### src/rtl/grf_wb_pkg.sv
// grf_wb_pkg: shared widths and the queued late-write entry type for the
// general register file write-back arbiter.
//   REG_AW  register address width
//   DATA_W  data / PC width
//   NREG    number of architectural registers (width of the busy mask)
package grf_wb_pkg;

  localparam int REG_AW = 5;
  localparam int DATA_W = 32;
  localparam int NREG   = 32;

  typedef struct packed {
    logic [REG_AW-1:0] wa;
    logic [DATA_W-1:0] wd;
    logic [DATA_W-1:0] pc;
    logic              valid;
  } wb_entry_t;

endpackage

### src/rtl/grf_wb_arbiter_wb_fifo.sv
// wb_fifo: small FIFO of pending late writes with per-entry invalidate by
// register address (used when a younger pipeline write supersedes a queued one).
// Ports:
//   clk, rst_n        clock, async active-low reset
//   push, push_data   enqueue one entry (caller guarantees !full)
//   pop               dequeue head (caller guarantees !empty)
//   inv, inv_wa       drop every live entry targeting inv_wa
//   head              current head entry (valid=0 means superseded)
//   full, empty       occupancy flags
//   hit               some live entry targets inv_wa
module wb_fifo
  import grf_wb_pkg::*;
#(
  parameter int DEPTH = 2
) (
  input  logic              clk,
  input  logic              rst_n,
  input  logic              push,
  input  wb_entry_t         push_data,
  input  logic              pop,
  input  logic              inv,
  input  logic [REG_AW-1:0] inv_wa,
  output wb_entry_t         head,
  output logic              full,
  output logic              empty,
  output logic              hit
);

  localparam int PW = $clog2(DEPTH);
  localparam int CW = PW + 1;

  wb_entry_t       mem [DEPTH];
  logic [PW-1:0]   wr_ptr;
  logic [PW-1:0]   rd_ptr;
  logic [CW-1:0]   count;

  assign head  = mem[rd_ptr];
  assign full  = (count == CW'(DEPTH));
  assign empty = (count == '0);

  // valid is cleared on pop, so valid alone marks a live, unsuperseded entry
  always_comb begin
    hit = 1'b0;
    for (int i = 0; i < DEPTH; i++)
      if (mem[i].valid && (mem[i].wa == inv_wa)) hit = 1'b1;
  end

  always_ff @(posedge clk or negedge rst_n) begin
    if (!rst_n) begin
      wr_ptr <= '0;
      rd_ptr <= '0;
      count  <= '0;
      for (int i = 0; i < DEPTH; i++) mem[i] <= '0;
    end else begin
      if (pop) begin
        mem[rd_ptr].valid <= 1'b0;
        rd_ptr            <= rd_ptr + 1'b1;
      end
      if (inv)
        for (int i = 0; i < DEPTH; i++)
          if (mem[i].valid && (mem[i].wa == inv_wa)) mem[i].valid <= 1'b0;
      // a same-cycle push is younger than the superseding write, so it stays live
      if (push) begin
        mem[wr_ptr] <= push_data;
        wr_ptr      <= wr_ptr + 1'b1;
      end
      case ({push, pop})
        2'b10:   count <= count + 1'b1;
        2'b01:   count <= count - 1'b1;
        default: count <= count;
      endcase
    end
  end

endmodule

### src/rtl/grf_wb_arbiter.sv
// grf_wb_arbiter: merges in-order pipeline W-stage writes and out-of-order
// late writes onto the register file's single write port, and tracks a busy
// mask of registers with outstanding late writes for the hazard unit.
// Ports:
//   clk, rst_n                 clock, async active-low reset
//   p_we/p_wa/p_wd/p_pc        pipeline write (highest priority, zero latency)
//   iss_valid/iss_wa           late-writing instruction issued (sets busy)
//   l_valid/l_ready/l_wa/l_wd/l_pc  late write handshake
//   WE/WA/WD/PC                register file write port
//   busy                       per-register outstanding late write mask
// Optional: define GRF_WB_TRACE_EN for a per-write simulation trace.
module grf_wb_arbiter
  import grf_wb_pkg::*;
#(
  parameter int DEPTH = 2
) (
  input  logic              clk,
  input  logic              rst_n,
  input  logic              p_we,
  input  logic [REG_AW-1:0] p_wa,
  input  logic [DATA_W-1:0] p_wd,
  input  logic [DATA_W-1:0] p_pc,
  input  logic              iss_valid,
  input  logic [REG_AW-1:0] iss_wa,
  input  logic              l_valid,
  output logic              l_ready,
  input  logic [REG_AW-1:0] l_wa,
  input  logic [DATA_W-1:0] l_wd,
  input  logic [DATA_W-1:0] l_pc,
  output logic              WE,
  output logic [REG_AW-1:0] WA,
  output logic [DATA_W-1:0] WD,
  output logic [DATA_W-1:0] PC,
  output logic [NREG-1:0]   busy
);

  logic            p_act;
  logic            l_nz;
  logic            bypass;
  logic            push;
  logic            pop;
  logic            head_we;
  logic            late_we;
  logic            hit;
  logic            full;
  logic            empty;
  wb_entry_t       head;
  wb_entry_t       push_data;
  logic [NREG-1:0] busy_nxt;

  assign p_act   = p_we && (p_wa != '0);
  assign l_nz    = (l_wa != '0);
  assign l_ready = !full;
  assign bypass  = empty && !p_act && l_valid && l_nz;
  // late writes to r0 are accepted but never queued
  assign push    = l_valid && !full && l_nz && !bypass;
  // a superseded head leaves without using the write port, so it may pop
  // even while the pipeline owns the port
  assign pop     = !empty && !(p_act && head.valid);
  assign head_we = !empty && head.valid && !p_act;
  assign late_we = rst_n && (head_we || bypass);

  assign push_data = '{wa: l_wa, wd: l_wd, pc: l_pc, valid: 1'b1};

  wb_fifo #(.DEPTH(DEPTH)) u_fifo (
    .clk       (clk),
    .rst_n     (rst_n),
    .push      (push),
    .push_data (push_data),
    .pop       (pop),
    .inv       (p_act),
    .inv_wa    (p_wa),
    .head      (head),
    .full      (full),
    .empty     (empty),
    .hit       (hit)
  );

  // rst_n gates the port so a pipeline request held during reset writes nothing
  always_comb begin
    WE = 1'b0;
    WA = '0;
    WD = '0;
    PC = '0;
    if (rst_n) begin
      if (p_act) begin
        WE = 1'b1; WA = p_wa;    WD = p_wd;    PC = p_pc;
      end else if (head_we) begin
        WE = 1'b1; WA = head.wa; WD = head.wd; PC = head.pc;
      end else if (bypass) begin
        WE = 1'b1; WA = l_wa;    WD = l_wd;    PC = l_pc;
      end
    end
  end

  // clears first, issue set last so a coincident issue of the same register wins
  always_comb begin
    busy_nxt = busy;
    if (late_we) busy_nxt[WA] = 1'b0;
    if (p_act && hit) busy_nxt[p_wa] = 1'b0;
    if (iss_valid && (iss_wa != '0)) busy_nxt[iss_wa] = 1'b1;
    busy_nxt[0] = 1'b0;
  end

  always_ff @(posedge clk or negedge rst_n) begin
    if (!rst_n) busy <= '0;
    else        busy <= busy_nxt;
  end

`ifdef GRF_WB_TRACE_EN
  always @(posedge clk) begin
    if (WE) $display("%d@%h: $%d <= %h", $time, PC, WA, WD);
  end
`endif

endmodule

### config.mk
export PLATFORM = sky130hd
export DESIGN_NAME = grf_wb_arbiter
export DESIGN_NICKNAME = d
export VERILOG_FILES = /design/src/rtl/grf_wb_pkg.sv /design/src/rtl/grf_wb_arbiter_wb_fifo.sv /design/src/rtl/grf_wb_arbiter.sv
export SDC_FILE = /design/constraint.sdc
export NUM_CORES = 1
export LEC_CHECK = 0
export BUFFER_PORTS_ARGS = -buffer_cell sky130_fd_sc_hd__buf_2
export CORE_MARGIN = 2
export CORE_UTILIZATION = 24
export DETAILED_ROUTE_END_ITERATION = 16
export HOLD_SLACK_MARGIN = 0.05
export MAX_ROUTING_LAYER = met4
export SLEW_MARGIN = 25
export SYNTH_ARGS = -nofsm -noshare
export SYNTH_HDL_FRONTEND = slang
export SYNTH_SLANG_ARGS = --single-unit
### constraint.sdc
create_clock -name clk -period 3.8 [get_ports clk]
set_clock_uncertainty 0.05 [all_clocks]
set_input_delay 0.57 -clock clk [delete_from_list [all_inputs] [get_ports clk]]
set_output_delay 0.57 -clock clk [all_outputs]
set_load 0.1 [all_outputs]
==> results.yml, run 1 <==
run_status:
  status: "completed"
clocking:
  hold_fix_buffer_count_after_cts: 0
  clock_insertion_delay_worst_skew_ps: 430
  htree_levels: 4
  cts.sinks: 175
  cts_made_buffers: 17
  cts-resized-gates: 0
  clk_path_buf_depth: 2
  post_cts.repair.setup_buffers: 0
  path_clk_slew_ps: 70
  tritoncts: "built"
  clock-root-buffer: "sky130_fd_sc_hd__clkbuf_16"
placement:
  gpl.final_weighted_congestion: 0.860
  port-buffer-count: 249
  hpwlAfterDp_um: 20200
  dp_slack_ps: 281
sta:
  tightestPinTransition_ps: 966
  rsz0062_at_grt: "false"
  fmax_mhz: 278
  timing.max_slew.rel_slack: 0.356
  min_period_over_period: 0.945
  setup_viol: 0
  slew_violations: 0
  layout_min_cycle_time_ps: 3590
  hold_viol_final: 0
  timing.final.ws_setup_ps: 209
power:
  power.static_leakage_nw: 5.41
  power.ir.vdd_worst_mv: 0.639
  powerDensity_nw_per_um2: 867
finish:
  finalNetCount: 1233
  fin_util: 0.341
  final_layout_size_suffix_gt1_frac: 0.533
  syn2layout_area_growth_pct: 39.8
floorplanning:
  floorplan.core_area_um2: 38800
  initial_utilization: 0.244
  die_w_um: 203
  number_of_placement_rows: 72
  fp.dieH_um: 203
  die_area_um2: 41100
  top_level_pins: 251
grt:
  global_route.usage.total: 0.145
  grt_overflow: 0
  first_global_vias: 8221
  grt_max_degree: 74
  first_pass_grt_wire_length_um: 46000
  grt_antenna_before_repair: 2
yosys:
  cell_area_after_technology_mapping_um2: 9480
  synth_top_area_cells: "sky130_fd_sc_hd__dfrtp_1 46%, sky130_fd_sc_hd__mux2_2 23%, sky130_fd_sc_hd__a221oi_1 5.9%"
  ys.flop_type: "sky130_fd_sc_hd__dfrtp_1"
  postSynth.asyncResetShare: 1.00
  postSynthRegisterBits: 175
  synth.top_cell.area_share: 0.462
  syn-mean-instance-area_um2: 11.0
  postSynthNetCount: 1011
  yosys_warnings: 0
  yosys.area.top_type: "sky130_fd_sc_hd__dfrtp_1"
  netlist_instances: 862
  synth_edf_count: 0
  synth_cell_count_leaders: "195 x sky130_fd_sc_hd__mux2_2, 175 x sky130_fd_sc_hd__dfrtp_1, 79 x sky130_fd_sc_hd__nor2_1"
  post_synth_num_cell_types: 47
  yosys.cell_count.top_type: "sky130_fd_sc_hd__mux2_2"
  seq_area_frac_synth: 0.462
job:
  cap_viol_max_count: 0
critical_path:
  cp.arrival_ps: 2970
  criticalPathCategory: "register to primary output"
  end_kind: "primary output"
  cp_max_fo: 35
  critPathLaunchType: "register"
  required_ps: 3180
route:
  first_pass_iters: 5
  detail_routed_via_count_per_cell: 4.89
  initialDrtViolationCount: 395
  route.final.wire_length_um: 29100
  post-route-drc-count: 0
  routedWlPerCell_um: 18.0
  detailroute.via_count: 7903
  ant_nets: 0
min_path:
  worst_hold_path_type: "input pin to async pin"
-- logic make-up after synthesis --
kind of cell,after synthesis,synth area share
multiplexers,209,0.251
AO/OA/AOI/OAI,129,0.114
XOR/XNOR,15,0.0139
buffers and inverters,75,0.0334
adder cells (fa/ha/maj),1,0.00132
other,1,0.000396
AND/OR/NAND/NOR,257,0.124
flip-flops,175,0.462
-- metal layers --
metal / GRT usage / part of all wire / vias up / wire length [um]
met5: - / 0 / - / 0
met4: 0.0388 / 0.014 / 0 / 412
met3: 0.0291 / 0.055 / 24 / 1600
met2: 0.236 / 0.48 / 265 / 14000
met1: 0.185 / 0.45 / 3959 / 13000
li1: - / - / 3655 / -
-- registers in the layout, indices dropped and copies added (netlist names) --
name,flops
busy,31
u_fifo.rd_ptr,1
u_fifo.mem,140
u_fifo.count,2
u_fifo.wr_ptr,1
-- final cells by class --
class / instances / area (um^2)
fill: 3902 / 25600
multi-input combinational: 612 / 5260
sequential: 175 / 4380
timing repair buffer: 270 / 2320
tap: 518 / 648
clock buffer: 18 / 429
clock inverter: 13 / 175
inverter: 8 / 32.5
antenna: 2 / 5.00
-- report_power, final --
part / switching [mW] / internal [mW] / leakage, nW
Clock: 0.799 / 1.05 / 0.282
Combinational: 3.88 / 2.43 / 3.07
Sequential: 0.534 / 2.79 / 2.06
-- worst paths after layout --
kind	from	endpoint	slack, ps	depth (start not counted)
max in group asynchronous	rst_n	u_fifo.mem[129]	2040	3
worst min-delay path	rst_n	u_fifo.mem[100]	290	2
min in group clk	l_pc[8]	u_fifo.mem[79]	340	2
worst max register to register	u_fifo.count[0]	busy[7]	930	6
worst max-delay path	u_fifo.count[0]	PC[23]	210	5
worst min register to register	u_fifo.mem[97]	u_fifo.mem[97]	440	1
-- worst max-delay path: stages (launching register included) --
cell and delay [ps]:
sky130_fd_sc_hd__dfrtp_1 480, sky130_fd_sc_hd__nor3b_1 310, sky130_fd_sc_hd__o21a_2 820, sky130_fd_sc_hd__a221oi_1 300
sky130_fd_sc_hd__nor3_2 160, sky130_fd_sc_hd__buf_2 450
-- metrics by stage --
step | hold WS, ps | instance area, um^2 | cells | TNS [ps] | total power [mW]
global placement | 413 | 12600 | 1583 | 0 | 9.59
detailed placement | 430 | 12600 | 1583 | 0 | 9.71
CTS | 309 | 13200 | 1614 | 0 | 11.6
global route | 319 | 13200 | 1616 | 0 | 12.1
finish | 295 | 13200 | 1616 | 0 | 11.5
floorplan | 224 | 9930 | 862 | -199 | 8.06
-- cells in the final DEF (no fill, tap or decap), types with 10 or more instances in the layout --
cell	n
sky130_fd_sc_hd__nand2_1	60
sky130_fd_sc_hd__buf_12	61
sky130_fd_sc_hd__a221oi_1	64
sky130_fd_sc_hd__nor3_2	45
sky130_fd_sc_hd__nand3_1	13
sky130_fd_sc_hd__mux2_2	195
sky130_fd_sc_hd__buf_4	16
sky130_fd_sc_hd__dfrtp_1	174
sky130_fd_sc_hd__nor3_4	19
sky130_fd_sc_hd__nor2_1	77
sky130_fd_sc_hd__xnor2_1	12
sky130_fd_sc_hd__buf_2	192
sky130_fd_sc_hd__nor3_1	10
sky130_fd_sc_hd__clkbuf_16	17
sky130_fd_sc_hd__o21ai_0	19
sky130_fd_sc_hd__o221ai_1	24
(Power assumes the default switching activity.)
==> run 2, diff against run 1 <==
--- a/config.mk
+++ b/config.mk
@@ -8,9 +8,11 @@
 export BUFFER_PORTS_ARGS = -buffer_cell sky130_fd_sc_hd__buf_2
 export CORE_MARGIN = 2
 export CORE_UTILIZATION = 24
+export CTS_CLUSTER_DIAMETER = 40
 export DETAILED_ROUTE_END_ITERATION = 16
 export HOLD_SLACK_MARGIN = 0.05
 export MAX_ROUTING_LAYER = met4
+export PLACE_DENSITY = 0.53
 export SLEW_MARGIN = 25
 export SYNTH_ARGS = -nofsm -noshare
 export SYNTH_HDL_FRONTEND = slang
==> constraint.sdc (replaced) <==
create_clock -name clk -period 3.8 [get_ports clk]
set_clock_uncertainty 0.05 [all_clocks]
set_input_delay 0.19 -clock clk [delete_from_list [all_inputs] [get_ports clk]]
set_output_delay 0.19 -clock clk [all_outputs]
set_load 0.1 [all_outputs]
==> run 2 against run 1 <==
  * Design area fell by 2.4%
  * Cell count increased by 3.8%
  * Largest power group unchanged
  * Clock-buffer cell count increased by 2
  * Register-to-register slack better by 220 ps
  * Die area did not move
  * Worst hold slack got worse by 220 ps
  * Clock power down 3%
  * Total power is 3.6% lower
  * Fmax up 7.7%
==> results.yml, run 2 (synthesized netlist as in run 1, its figures left out) <==
run_status:
  status: "completed"
floorplanning:
  floorplan.core_area_um2: 38800
  top_level_pins: 251
  fp.dieH_um: 203
  die_area_um2: 41100
  die_w_um: 203
  number_of_placement_rows: 72
  initial_utilization: 0.244
clocking:
  tritoncts: "built"
  cts_made_buffers: 17
  cts-resized-gates: 0
  path_clk_slew_ps: 70
  clk_path_buf_depth: 2
  htree_levels: 4
  clock_insertion_delay_worst_skew_ps: 430
  clock-root-buffer: "sky130_fd_sc_hd__clkbuf_16"
  cts.sinks: 175
  post_cts.repair.setup_buffers: 0
sta:
  setup_viol: 0
  timing.final.ws_setup_ps: 467
  layout_min_cycle_time_ps: 3330
  fmax_mhz: 300
  min_period_over_period: 0.877
  setup_total_negative_slack_ps: 0
  timing.max_slew.rel_slack: 0.360
  rsz0062_at_grt: "false"
  hold_viol_final: 0
  slew_violations: 0
  tightestPinTransition_ps: 960
critical_path:
  end_kind: "primary output"
  required_ps: 3560
  criticalPathCategory: "input pin to primary output"
  reg2reg_setup_slack_ps: 1150
  timing.rr.end: "busy[15]"
  worstRegToRegCells: 6
  r2r_start: "u_fifo.rd_ptr"
  cp_max_fo: 56
  cp.arrival_ps: 3090
  critPathLaunchType: "input pin"
grt:
  grt_antenna_before_repair: 0
  grt_max_degree: 66
  global_route.usage.total: 0.149
  first_pass_grt_wire_length_um: 46500
  grt_overflow: 0
  first_global_vias: 8384
power:
  powerDensity_nw_per_um2: 855
  power.ir.vdd_worst_mv: 0.649
  total_power_mw: 11.1
  power.static_leakage_nw: 5.44
route:
  routedWlPerCell_um: 17.6
  route.final.wire_length_um: 29600
  ant_nets: 0
  first_pass_iters: 4
  initialDrtViolationCount: 489
  detailroute.via_count: 7980
  post-route-drc-count: 0
  detail_routed_via_count_per_cell: 4.76
placement:
  dp_slack_ps: 878
  total_placed_instance_area_um2: 11700
  hpwlAfterDp_um: 19700
  port-buffer-count: 249
  gpl.final_weighted_congestion: 0.816
finish:
  fin_util: 0.333
  most_frequent_cells_in_the_layout: "248 x sky130_fd_sc_hd__buf_2, 195 x sky130_fd_sc_hd__mux2_2, 174 x sky130_fd_sc_hd__dfrtp_1"
  final_layout_size_suffix_gt1_frac: 0.498
  largest_register_ffs: 140
  syn2layout_area_growth_pct: 36.5
  top_register: "u_fifo.mem"
  finalNetCount: 1298
  layout_commonest_cell: "sky130_fd_sc_hd__buf_2"
  biggestRegsByFlops: "u_fifo.mem x140, busy x31, u_fifo.count x2"
  finish.instance_area_um2: 12900
min_path:
  hold_path.startpoint: "iss_wa[1]"
  worst_hold_path_type: "input pin to register"
  hold_path_end: "busy[20]"
  hold_path_depth: 4
job:
  cap_viol_max_count: 0
run 2: changes by cell type in the layout (fill, tap and decap cells not counted):
cell	previous run	this run
sky130_fd_sc_hd__buf_12	61	6
sky130_fd_sc_hd__buf_2	192	248
sky130_fd_sc_hd__buf_4	16	11
sky130_fd_sc_hd__buf_6	0	1
sky130_fd_sc_hd__clkbuf_1	1	2
sky130_fd_sc_hd__clkinv_2	0	1
sky130_fd_sc_hd__clkinvlp_4	4	2
sky130_fd_sc_hd__diode_2	2	1
sky130_fd_sc_hd__dlygate4sd3_1	0	69
sky130_fd_sc_hd__inv_6	4	2
sky130_fd_sc_hd__inv_8	1	0
sky130_fd_sc_hd__nor3_2	45	64
sky130_fd_sc_hd__nor3_4	19	0
run 2: worst max-delay path, cell delays in order:
cell and delay [ps]:
sky130_fd_sc_hd__dlygate4sd3_1 560, sky130_fd_sc_hd__buf_2 160, sky130_fd_sc_hd__or4_1 590, sky130_fd_sc_hd__o21a_2 350, sky130_fd_sc_hd__buf_12 230, sky130_fd_sc_hd__a221oi_1 570
sky130_fd_sc_hd__nor3_2 60, sky130_fd_sc_hd__buf_2 330
run 2: repair_timing:
item	4_1_cts	5_1_grt
setup endpoints to repair	0	0
hold buffers	69	0
endpoints found under the hold margin	190	0
run 2: final cells by class:
| cell class | count | area (um^2) |
|---|---|---|
| fillers | 3950 | 25900 |
| multi-input cells | 612 | 5140 |
| flip-flops and latches | 175 | 4380 |
| repair buffers | 335 | 2150 |
| well taps | 518 | 648 |
| clock buffers | 20 | 447 |
| clock inverters | 9 | 136 |
| inverters | 8 | 32.5 |
| diodes | 1 | 2.50 |
run 2: routing by layer:
| layer | GRT usage | vias up | part of all wire |
|---|---|---|---|
| met2 | 0.244 | 214 | 0.49 |
| met3 | 0.0281 | 12 | 0.048 |
| met1 | 0.191 | 3966 | 0.46 |
| met5 | - | - | 0 |
| li1 | - | 3788 | - |
| met4 | 0.0339 | 0 | 0.0081 |
run 2: report_power, final:
group          leakage, nW  switching, mW  total, mW  internal, mW
Combinational         3.11           3.77       5.91          2.14
Clock                0.279          0.744       1.79          1.05
Sequential            2.06          0.569       3.36          2.79
run 2: worst max path at each step:
stage,from,end,slack (ps),depth (start not counted)
5_1_grt,l_wa[0],WD[2],350,8
6_report,l_wa[0],WD[2],470,8
2_1_floorplan,u_fifo.count[0],PC[0],540,7
4_1_cts,l_wa[0],WD[2],490,8
3_5_place_dp,p_wa[4],u_fifo.mem[129],880,8
3_3_place_gp,p_wa[4],WD[3],930,7
run 2: stage by stage:
| stage | instances | hold slack [ps] |
|---|---|---|
| 6_report | 1678 | 72.4 |
| 3_5_place_dp | 1579 | 39.6 |
| 2_1_floorplan | 862 | -156 |
| 5_1_grt | 1677 | 53.1 |
| 4_1_cts | 1677 | 59.6 |
| 3_3_place_gp | 1579 | 47.0 |
==> run 3, diff against run 2 <==
--- a/config.mk
+++ b/config.mk
@@ -12,7 +12,7 @@
 export DETAILED_ROUTE_END_ITERATION = 16
 export HOLD_SLACK_MARGIN = 0.05
 export MAX_ROUTING_LAYER = met4
-export PLACE_DENSITY = 0.53
+export PLACE_DENSITY = 0.54
 export SLEW_MARGIN = 25
 export SYNTH_ARGS = -nofsm -noshare
 export SYNTH_HDL_FRONTEND = slang
==> constraint.sdc (replaced) <==
create_clock -name clk -period 2.77 [get_ports clk]
set_clock_uncertainty 0.05 [all_clocks]
set_input_delay 0.1385 -clock clk [delete_from_list [all_inputs] [get_ports clk]]
set_output_delay 0.1385 -clock clk [all_outputs]
set_load 0.1 [all_outputs]
==> run 3 against run 2 <==
  * Combinational power grew 61%
  * Die area is the same
  * Core utilization grew 4.8 points
  * Cell count grew 2.4%
  * Clock-buffer cell count is the same
  * Worst hold slack gained 61 ps
  * Wire length grew 8.3%
  * Critical path type is now register to primary output
  * Largest cell class unchanged
==> results.yml, run 3 (synthesized netlist as in run 1, its figures left out) <==
clocking:
  path_clk_slew_ps: 70
  htree_levels: 4
  cts.sinks: 175
  clock-root-buffer: "sky130_fd_sc_hd__clkbuf_16"
  post_cts.repair.setup_buffers: 0
  tritoncts: "built"
  clock_insertion_delay_worst_skew_ps: 440
  clk_path_buf_depth: 2
  cts_made_buffers: 17
sta:
  worst_hold_slack_ps: 134
  layout_min_cycle_time_ps: 2700
  slew_violations: 0
  hold_viol_final: 0
  min_period_over_period: 0.974
  tightestPinTransition_ps: 896
  timing.max_slew.rel_slack: 0.403
  rsz0062_at_grt: "true"
  setup_viol: 0
  timing.final.ws_setup_ps: 71.0
  fmax_mhz: 371
min_path:
  worst_hold_path_type: "input pin to async pin"
placement:
  hpwlAfterDp_um: 21600
  numPlacedInstances: 1605
  port-buffer-count: 249
  gpl.final_weighted_congestion: 0.859
  dp_slack_ps: 292
critical_path:
  worst_path_max_delay_cell: "sky130_fd_sc_hd__dfrtp_4"
  end_kind: "primary output"
  criticalPathCategory: "register to primary output"
  worstPathBufferInverterCount: 2
  worst_setup_path_startpoint: "u_fifo.rd_ptr"
  r2r_start: "u_fifo.count[1]"
  reg2reg_setup_slack_ps: 290
  timing.critical_path.max_delay_family: "flip-flops"
  required_ps: 2580
  critPathLaunchType: "register"
  slowest_delay_ps: 560
  crit_chain: "buf_16 -> mux2_2 -> a221oi_1 -> nor3_4 -> buf_12"
  cp_max_fo: 54
  cp.arrival_ps: 2510
run_status:
  status: "completed"
floorplanning:
  initial_utilization: 0.244
  floorplan.core_area_um2: 38800
  fp.dieH_um: 203
  die_area_um2: 41100
  top_level_pins: 251
  die_w_um: 203
  number_of_placement_rows: 72
route:
  initialDrtViolationCount: 294
  routed-wl-met2_um: 16000
  first_pass_iters: 5
  highest-signal-layer: "met4"
  routedWlPerCell_um: 18.7
  wirelength_met1_um: 14200
  met3_wirelength_um: 1340
  ant_nets: 0
  route.final.wire_length_um: 32000
  post-route-drc-count: 0
  detailroute.via_count: 8311
  detail_routed_via_count_per_cell: 4.84
finish:
  n_fill_cell: 3769
  biggestRegsByFlops: "u_fifo.mem x140, busy x31, u_fifo.count x2"
  top_register: "u_fifo.mem"
  finalNetCount: 1334
  most_frequent_cells_in_the_layout: "195 x sky130_fd_sc_hd__mux2_2, 181 x sky130_fd_sc_hd__buf_2, 174 x sky130_fd_sc_hd__dfrtp_1"
  fin_util: 0.381
  syn2layout_area_growth_pct: 56.0
  instances_no_fill: 1718
  layout_commonest_cell: "sky130_fd_sc_hd__mux2_2"
  final_layout_size_suffix_gt1_frac: 0.520
  largest_register_ffs: 140
power:
  total_power_mw: 16.4
  powerDensity_nw_per_um2: 1110
  power.ir.vdd_worst_mv: 0.858
  power.static_leakage_nw: 5.98
grt:
  first_global_vias: 8768
  grt_antenna_before_repair: 2
  first_pass_grt_wire_length_um: 50500
  grt_overflow: 0
  global_route.usage.total: 0.162
  grt_max_degree: 58
job:
  cap_viol_max_count: 0
## run 3: metal layers
metal  global-route usage  vias up
li1                     -     3872
met1                0.205     4181
met2                0.264      227
met3               0.0287       31
met4               0.0498        0
met5                    -        -
## run 3: worst paths after layout
path	endpoint	cells past startpoint
worst max-delay path	PC[13]	5
worst min-delay path	u_fifo.mem[9]	2
worst max register to register	busy[20]	7
worst min register to register	u_fifo.mem[49]	1
max in group asynchronous	u_fifo.rd_ptr	4
min in group clk	busy[16]	4
## run 3: per-stage QoR
stage	TNS [ps]	instance area, um^2
final	0	14800
after global routing	-5.52	14800
after CTS	0	14700
after detailed placement	0	13300
after global placement	0	13300
after floorplan	0	10200
## run 3: area by class of cell
class | instances | area, um^2 | area share
Multi-Input combinational cell | 612 | 5640 | 0.382
Sequential cell | 175 | 4380 | 0.296
Timing Repair Buffer | 371 | 3490 | 0.236
Tap cell | 518 | 648 | 0.0438
Clock buffer | 20 | 467 | 0.0316
Clock inverter | 12 | 111 | 0.00753
Inverter | 8 | 35.0 | 0.00237
Antenna cell | 2 | 5.00 | 0.000338
## run 3: report_power, final
part	leakage (nW)	internal (mW)	switching, mW
logic	3.66	3.81	5.70
clock network	0.267	1.31	1.08
registers	2.06	3.82	0.713
## run 3: timing repair
item                                    4_1_cts  5_1_grt
gates resized for setup                       0       14
endpoints found under the setup margin        0       54
endpoints found under the hold margin       188        0
hold buffers                                 78        0
